## src/rtl/load_return_unit_pkg.sv

```systemverilog
// Shared memory-stage definitions: load size encoding and the load queue entry layout.
package load_return_unit_pkg;

   localparam int unsigned WORD_W = 32;

   // {Halfword, ByteOrWord} encoding, mirrors the store byte-mask path; halfword ignores bit 0
   localparam logic [1:0] LD_SIZE_WORD = 2'b00;
   localparam logic [1:0] LD_SIZE_BYTE = 2'b01;
   localparam logic [1:0] LD_SIZE_HALF = 2'b10;

   typedef struct packed {
      logic       byte_or_word;
      logic       halfword;
      logic       sgn;
      logic [1:0] addr_low;
   } ld_attr_t;

endpackage

```

## src/rtl/load_return_unit_load_extract.sv

```systemverilog
// Selects and extends the addressed byte, halfword or rotated word from a read word.
module load_extract
   import load_return_unit_pkg::*;
(
   input  logic              i_byte_or_word,
   input  logic              i_halfword,
   input  logic              i_signed,
   input  logic [1:0]        i_addr_low,
   input  logic [WORD_W-1:0] i_word,
   output logic [WORD_W-1:0] o_data,
   output logic              o_misaligned
);

   logic [15:0] w_half;
   logic [7:0]  w_byte;
   logic [WORD_W-1:0] w_rot;

   always_comb begin
      w_half = i_addr_low[1] ? i_word[31:16] : i_word[15:0];
      unique case (i_addr_low)
         2'd0:    w_byte = i_word[7:0];
         2'd1:    w_byte = i_word[15:8];
         2'd2:    w_byte = i_word[23:16];
         default: w_byte = i_word[31:24];
      endcase
      unique case (i_addr_low)
         2'd0:    w_rot = i_word;
         2'd1:    w_rot = {i_word[7:0],  i_word[31:8]};
         2'd2:    w_rot = {i_word[15:0], i_word[31:16]};
         default: w_rot = {i_word[23:0], i_word[31:24]};
      endcase
   end

   always_comb begin
      o_data       = w_rot;
      o_misaligned = 1'b0;
      if (i_halfword) begin
         o_data       = {{16{i_signed & w_half[15]}}, w_half};
         o_misaligned = i_addr_low[0];
      end else if ({i_halfword, i_byte_or_word} == LD_SIZE_BYTE) begin
         o_data = {{24{i_signed & w_byte[7]}}, w_byte};
      end
   end

endmodule

```

## src/rtl/load_return_unit.sv

```systemverilog
// In-order load attribute queue matched against memory read responses, with one registered
// writeback result.
module load_return_unit
   import load_return_unit_pkg::*;
#(
   parameter int unsigned DEPTH = 2,
   parameter int unsigned RD_W  = 4
) (
   input  logic                       clk,
   input  logic                       reset,
   input  logic                       ReqValid,
   output logic                       ReqReady,
   input  logic                       ReqByteOrWord,
   input  logic                       ReqHalfword,
   input  logic                       ReqSigned,
   input  logic [1:0]                 ReqAddrLow,
   input  logic [RD_W-1:0]            ReqRd,
   input  logic                       MemRespValid,
   input  logic [WORD_W-1:0]          MemRespData,
   output logic                       MemRespReady,
   output logic                       WbValid,
   input  logic                       WbReady,
   output logic [WORD_W-1:0]          WbData,
   output logic [RD_W-1:0]            WbRd,
   output logic                       WbMisaligned,
   output logic [$clog2(DEPTH+1)-1:0] Outstanding
);

   localparam int unsigned CW = $clog2(DEPTH + 1);
   localparam int unsigned PW = $clog2(DEPTH);

   ld_attr_t          r_attr [DEPTH];
   logic [RD_W-1:0]   r_rd   [DEPTH];
   logic [PW-1:0]     r_wr_ptr;
   logic [PW-1:0]     r_rd_ptr;
   logic [CW-1:0]     r_count;
   logic              r_wb_valid;
   logic [WORD_W-1:0] r_wb_data;
   logic [RD_W-1:0]   r_wb_rd;
   logic              r_wb_mis;

   logic              w_push;
   logic              w_pop;
   ld_attr_t          w_head;
   logic [WORD_W-1:0] w_ext_data;
   logic              w_ext_mis;

   // Both readies use registered state only: no full bypass, no empty bypass
   assign ReqReady     = !reset && (r_count < CW'(DEPTH));
   assign MemRespReady = !reset && (r_count != '0) && (!r_wb_valid || WbReady);
   assign w_push       = ReqValid && ReqReady;
   assign w_pop        = MemRespValid && MemRespReady;
   assign w_head       = r_attr[r_rd_ptr];

   load_extract u_extract (
      .i_byte_or_word (w_head.byte_or_word),
      .i_halfword     (w_head.halfword),
      .i_signed       (w_head.sgn),
      .i_addr_low     (w_head.addr_low),
      .i_word         (MemRespData),
      .o_data         (w_ext_data),
      .o_misaligned   (w_ext_mis)
   );

   always_ff @(posedge clk) begin
      if (w_push) begin
         r_attr[r_wr_ptr] <= '{byte_or_word: ReqByteOrWord, halfword: ReqHalfword,
                               sgn: ReqSigned, addr_low: ReqAddrLow};
         r_rd[r_wr_ptr]   <= ReqRd;
      end
   end

   always_ff @(posedge clk) begin
      if (reset) begin
         r_wr_ptr <= '0;
         r_rd_ptr <= '0;
         r_count  <= '0;
      end else begin
         if (w_push) r_wr_ptr <= r_wr_ptr + 1'b1;
         if (w_pop)  r_rd_ptr <= r_rd_ptr + 1'b1;
         if (w_push && !w_pop)      r_count <= r_count + 1'b1;
         else if (w_pop && !w_push) r_count <= r_count - 1'b1;
      end
   end

   always_ff @(posedge clk) begin
      if (reset) begin
         r_wb_valid <= 1'b0;
         r_wb_data  <= '0;
         r_wb_rd    <= '0;
         r_wb_mis   <= 1'b0;
      end else if (w_pop) begin
         r_wb_valid <= 1'b1;
         r_wb_data  <= w_ext_data;
         r_wb_rd    <= r_rd[r_rd_ptr];
         r_wb_mis   <= w_ext_mis;
      end else if (WbReady) begin
         r_wb_valid <= 1'b0;
      end
   end

   assign WbValid      = r_wb_valid;
   assign WbData       = r_wb_data;
   assign WbRd         = r_wb_rd;
   assign WbMisaligned = r_wb_mis;
   assign Outstanding  = r_count;

endmodule

```

## config.mk

```make
export PLATFORM = sky130hd
export DESIGN_NAME = load_return_unit
export DESIGN_NICKNAME = d
export VERILOG_FILES = /design/src/rtl/load_return_unit_pkg.sv /design/src/rtl/load_return_unit_load_extract.sv /design/src/rtl/load_return_unit.sv
export SDC_FILE = /design/constraint.sdc
export NUM_CORES = 1
export LEC_CHECK = 0
export BUFFER_PORTS_ARGS = -buffer_cell sky130_fd_sc_hd__buf_2
export CAP_MARGIN = 20
export CORE_ASPECT_RATIO = 0.7
export CORE_MARGIN = 2
export CORE_UTILIZATION = 58
export DETAILED_ROUTE_END_ITERATION = 7
export PLACE_DENSITY = 0.86
export SLEW_MARGIN = 20
export SYNTH_ARGS = -nofsm -noshare
export SYNTH_HDL_FRONTEND = slang
export SYNTH_SLANG_ARGS = --single-unit
```

## constraint.sdc

```tcl
create_clock -name clk -period 3.95 [get_ports clk]
set_input_delay 0.1975 -clock clk [delete_from_list [all_inputs] [get_ports clk]]
set_output_delay 0.1975 -clock clk [all_outputs]
set_load 0.03 [all_outputs]
```

# --- Yosys cells after proc, flatten, opt, wreduce, memory -nomap -nowiden ---
# Memories as Yosys holds them, arrays and structs flattened. A register that Yosys moved wholly into a read port is not among the register bits.
# Cells that the tools add are included.
totals:
  register_bits: 38
  mem_bits_rw: 18
  memories: 2
memory_table:
  columns: ["memory", "depth", "word_bits", "read_ports", "rd_clocked_by_memory_dff", "write_ports", "line_no", "source"]
  rows:
  - ["r_attr", 2, 5, 1, 1, 1, "load_return_unit.sv:32", "ld_attr_t r_attr [DEPTH];"]
  - ["r_rd", 2, 4, 1, 1, 1, "load_return_unit.sv:33", "logic [RD_W-1:0] r_rd [DEPTH];"]
op_classes:
  addsub: 4
  n_lt_le_gt_ge: 1
  n_eq_ne: 3
  n_mux: 14
  bitwise: 2
  n_reduce_logical: 16
op_table:
  columns: ["operator", "n"]
  rows:
  - ["$pmux 32 s3", 1]
  - ["$mux 32", 2]
  - ["$pmux 8 s3", 1]
  - ["$mux 16", 1]
  - ["$logic_and 1x1->1", 7]
  - ["$mux 1", 7]
  - ["$reduce_bool 2->1", 3]
  - ["$eq 2x1->1 const B", 2]
  - ["$logic_not 1->1", 4]
  - ["$mux 2", 2]
  - ["$add 1x1->1 const B", 2]
  - ["$add 2x1->2 const B", 1]
  - ["$and 1x1->1", 2]
  - ["$eq 2x2->1 const B", 1]
  - ["$logic_not 2->1", 1]
  - ["$lt 2x2->1 const B", 1]
  - ["$sub 2x1->2 const B", 1]
  - ["$logic_or 1x1->1", 1]

# --- Depth between registers and ports, before layout ---
logic_depth:
  word_depth: 7
  mapped_depth: 8
  depth_no_buf: 7

# --- Cells and area by module ---
# A second synthesis with hierarchy kept.
hier_totals:
  cells_unflattened: 333
  hier_area_um2: 3641.0
by_module_without_submodules:
  columns: ["module", "n_inst", "cells_per_inst", "area_per_inst_um2", "seq_area_each_um2"]
  rows:
  - ["load_return_unit", 1, 224, 2413.6, 1401.3]
  - ["load_extract", 1, 109, 1227.4, 0.0]

# --- Worst setup path after synthesis ---
# Ideal clock, no wire load.
synth_timing:
  path_type: "reg2reg"
  from: "reg r_count[0], in the netlist Outstanding[0]"
  to: "reg r_count[1], in the netlist Outstanding[1]"
  setup_ns: 0.071
  arrival_ns: 2.363
  required_time_ns: 3.879
  slack_ns: 1.516
  stages_incl_launch_ff: 8
  n_path_buf: 1
  synth_period_minus_slack_ns: 2.434
  path_cell_list: "dfxtp_1 -> nor2_1 -> nor4b_2 -> clkbuf_1 -> inv_1 -> ha_1 -> or3_1 -> a21oi_1"
synth_between:
  elab_chain_cells: 7
synth_lines:
  columns: ["element", "line_no", "source"]
  rows:
  - ["start: declaration", "load_return_unit.sv:36", "logic [CW-1:0] r_count;"]
  - ["start signal: assignment", "load_return_unit.sv:81", "if (w_push && !w_pop) r_count <= r_count + 1'b1;"]
  - ["start signal: assignment", "load_return_unit.sv:82", "else if (w_pop && !w_push) r_count <= r_count - 1'b1;"]
  - ["parallel branches: the longest is 7 deep, another holds $lt 2x2->1", null, null]
# Parallel ways; which one is timed is not known. The select of a mux whose other input is x is not followed.
# A chain may end at the register's enable or synchronous reset.

==> summary.txt <==
Drt
  – TritonRoute pass-1 iters: 5
  – Via count: 3691
  – Detailed Route WL: 10800 um
  – Antenna viol nets, final: 0
  – Mean number of vias per cell: 6.56
  – Avg WL per Cell: 19.2 um
  – DRT iter0 DRCs: 479
  – DRC: 0

Logic synthesis
  – Synth Instances: 414
  – Ys flop type: dfxtp_1
  – Syn Nets: 461
  – Yosys cell types: 44
  – Register area share after synthesis: 39.1%
  – Synthesized cell area: 0.00359 mm2
  – FFs w/ async S/R, synth: 0%
  – Yosys reg bits: 61
  – Main area contributors after synthesis: dfxtp_1 (24%), edfxtp_1 (15%), o21ai_0 (7.0%)
  – Post-Synth XOR/XNOR Area: 0.977%
  – Post-synthesis mux area share: 7.36%
  – Mean Syn Cell Area: 8.66 um2
  – Post-synth EDFFs: 18
  – Simple-gate share of the synthesized area: 13.5%
  – Synth Area in Adders: 0.349%
  – Largest family of logic cells by synthesized area: compound AO/OA/AOI/OAI gates
  – Synth Area in Compound Gates: 33.6%
  – Synth top area share: 24.0%
  – Warnings from Yosys: 0
  – Largest area contributor in the netlist: dfxtp_1

Global route
  – First-pass GRT wire length: 17000 um
  – Overall Global Routing Usage: 31.5%
  – Vias in the first global route: 3238
  – Initial antenna violation count: 0
  – Largest net degree at the start of global routing: 53
  – Grt total ovfl: 0

Layout
  – # fillers: 489
  – Diodes inserted: 0
  – Final non-filler cell area: 0.00427 mm2
  – P&R area growth vs syn: 18.9%
  – Nets: 530
  – Layout cell share with drive strength beyond 1: 28.5%

Setup path
  – R2R Setup Slk: 1.08 ns
  – Crit path from: r_attr[1][1]
  – FF-to-FF path depth: 5
  – Worst Setup End Kind: flop
  – Worst Setup Start Kind: flop
  – Worst setup endpoint: WbData[20]
  – Worst flop-to-flop path endpoint: WbData[20]
  – Origin of the critical flop-to-flop path: r_attr[1][1]
  – WP data required: 4.23 ns
  – Maximum fanout along the worst path: 23
  – WS Path Type: flop to flop
  – Crit path DAT: 3.15 ns

Floorplanning
  – Placeable core area: 0.00584 mm2
  – Die height: 69.8 um
  – IO Count: 88
  – Die width: 98.0 um
  – Die area: 0.00684 mm2
  – # rows: 23
  – Initial Util: 61.4%

Placement
  – RePlAce Congestion: 1.02
  – Post-placement cell area: 0.00402 mm2
  – IO Port Bufs: 87
  – Hpwl dp: 7750 um

STA
  – Tcrit/Tclk final: 72.6%
  – Slew HR: 38.5%
  – Clock skew: 0.0101 ns
  – RSZ-0062 raised after global routing: no
  – Hold Vio Cnt, Final: 0
  – # setup viols final: 0
  – Worst Max-Slew Pin Slew: 0.922 ns
  – Achievable Freq: 0.349 GHz
  – Setup TNS: 0 ns
  – Fin. max-slew vios: 0
  – Tmin final: 2.87 ns

Clocking
  – Reg clk slew, reported paths: 0.07 ns
  – Clk sinks: 61
  – CTS max path bufs: 2
  – Setup Fix Bufs, Post-CTS: 0
  – Worst-Skew Late Latency: 0.34 ns
  – Hold_buf cts: 0
  – Htree depth: 3
  – CTS tree: yes
  – Num CTS Buffers: 9
  – Clk root buf: clkbuf_8
  – CTS resizes: 0

Pwr
  – Part of the power in registers: 37.0%
  – Cell Int Power: 0.00134 W
  – Leak: 1.78 nW
  – Clock share of power: 33.5%
  – Psw: 0.000691 W
  – Max VDD drop: 279 uV
  – Total power: 0.00203 W
  – Comb power frac: 29.5%
  – Net Sw Frac: 34.1%
  – Pwr Density: 476 mW/mm2

Worst hold path
  – Worst Hold Class: input pin to flop

Job
  – Max Cap Violations: 0

Run status
  – Outcome: finished clean
## placed cells by master (no fill, tap or decap), types with 11 or more instances in the layout
| master | synthesis | layout |
|---|---|---|
| a21oi_1 | 28 | 28 |
| o211ai_1 | 12 | 12 |
| o221a_2 | 20 | 20 |
| nand2_1 | 49 | 49 |
| nor2_1 | 40 | 40 |
| o21ai_0 | 50 | 50 |
| mux2i_1 | 19 | 19 |
| clkbuf_8 | 0 | 11 |
| dfxtp_1 | 43 | 43 |
| buf_2 | 2 | 87 |
| a211oi_1 | 16 | 16 |
| edfxtp_1 | 18 | 18 |
| a221oi_1 | 15 | 15 |
## worst min-delay path by stage
stage	depth (start not counted)	start	endpoint	slack [ns]
floorplan	0	ReqAddrLow[0]	r_attr[0][0]	0.30
global placement	1	ReqHalfword	r_attr[0][3]	0.38
detailed placement	1	ReqSigned	r_attr[0][2]	0.39
CTS	1	ReqAddrLow[1]	r_attr[0][1]	0.04
global route	1	ReqAddrLow[1]	r_attr[0][1]	0.02
finish	1	ReqAddrLow[1]	r_attr[0][1]	0.04
## layer usage
metal  part of all wire, %  track usage (%)  up-vias
met5                     0                0        -
met4                   1.5             7.41        0
met3                    12             7.56       25
met2                    42             44.9      236
met1                    45             47.8     1726
li1                      -                -     1704
## sequential cells by signal, indices dropped and copies added (netlist names), named ones only
register,count
Outstanding,2
WbRd,4
r_attr,10
WbMisaligned,1
r_wr_ptr,1
r_rd_ptr,1
WbData,32
WbValid,1
r_rd,8
## Yosys cell counts, drive strengths merged, types with 6 or more instances
cell	instances
mux2i	20
nor2	40
clkbuf	29
nand2	49
a21oi	28
a22oi	7
o21ai	50
a221oi	15
nor3	8
a211oi	16
dfxtp	43
o211ai	12
inv	8
o221a	20
edfxtp	18
buf	6
## metrics by stage
stage | setup slack [ns] | cells | hold WS [ns] | util, %
6_report | 1.08 | 563 | 0.0352 | 73.0
5_1_grt | 0.928 | 563 | 0.0243 | 73.0
4_1_cts | 1.11 | 563 | 0.0356 | 73.0
3_5_place_dp | 1.15 | 547 | 0.389 | 68.8
3_3_place_gp | 1.25 | 547 | 0.384 | 68.8
2_1_floorplan | 1.52 | 414 | 0.296 | -
## final cells by class
class / instances / area, um2 / area share, %
clock inverter: 3 / 65.1 / 1.53
tap: 75 / 93.8 / 2.20
multi-input combinational: 310 / 2010 / 47.2
timing repair buffer: 93 / 480 / 11.3
sequential: 61 / 1400 / 32.9
clock buffer: 13 / 180 / 4.22
inverter: 8 / 30.0 / 0.704
## power groups by stage
| stage | logic, W | registers (W) | clock network, W |
|---|---|---|---|
| 6_report | 0.000599 | 0.000750 | 0.000680 |
| 5_1_grt | 0.000644 | 0.000759 | 0.000711 |
| 4_1_cts | 0.000585 | 0.000750 | 0.000679 |
| 3_5_place_dp | 0.000581 | 0.000763 | 0 |
| 3_3_place_gp | 0.000573 | 0.000761 | 0 |
| 2_1_floorplan | 0.000329 | 0.000838 | 0 |
## cells by family (layout without fill, tap and decap cells)
| logic type | after synthesis | after routing |
|---|---|---|
| mux | 24 | 24 |
| fa+ha+maj | 1 | 1 |
| compound gates | 169 | 169 |
| buf+inv | 43 | 117 |
| flops | 61 | 61 |
| simple gates | 112 | 112 |
| xor+xnor | 4 | 4 |
## critical path: stages, from the launching register on
cell and delay [ns]:
edfxtp_1 0.74, mux2_4 0.46, mux4_2 0.57, o31ai_4 0.43, o21bai_4 0.31, o221a_2 0.28
No activity file was read; power rests on OpenSTA's default activity.
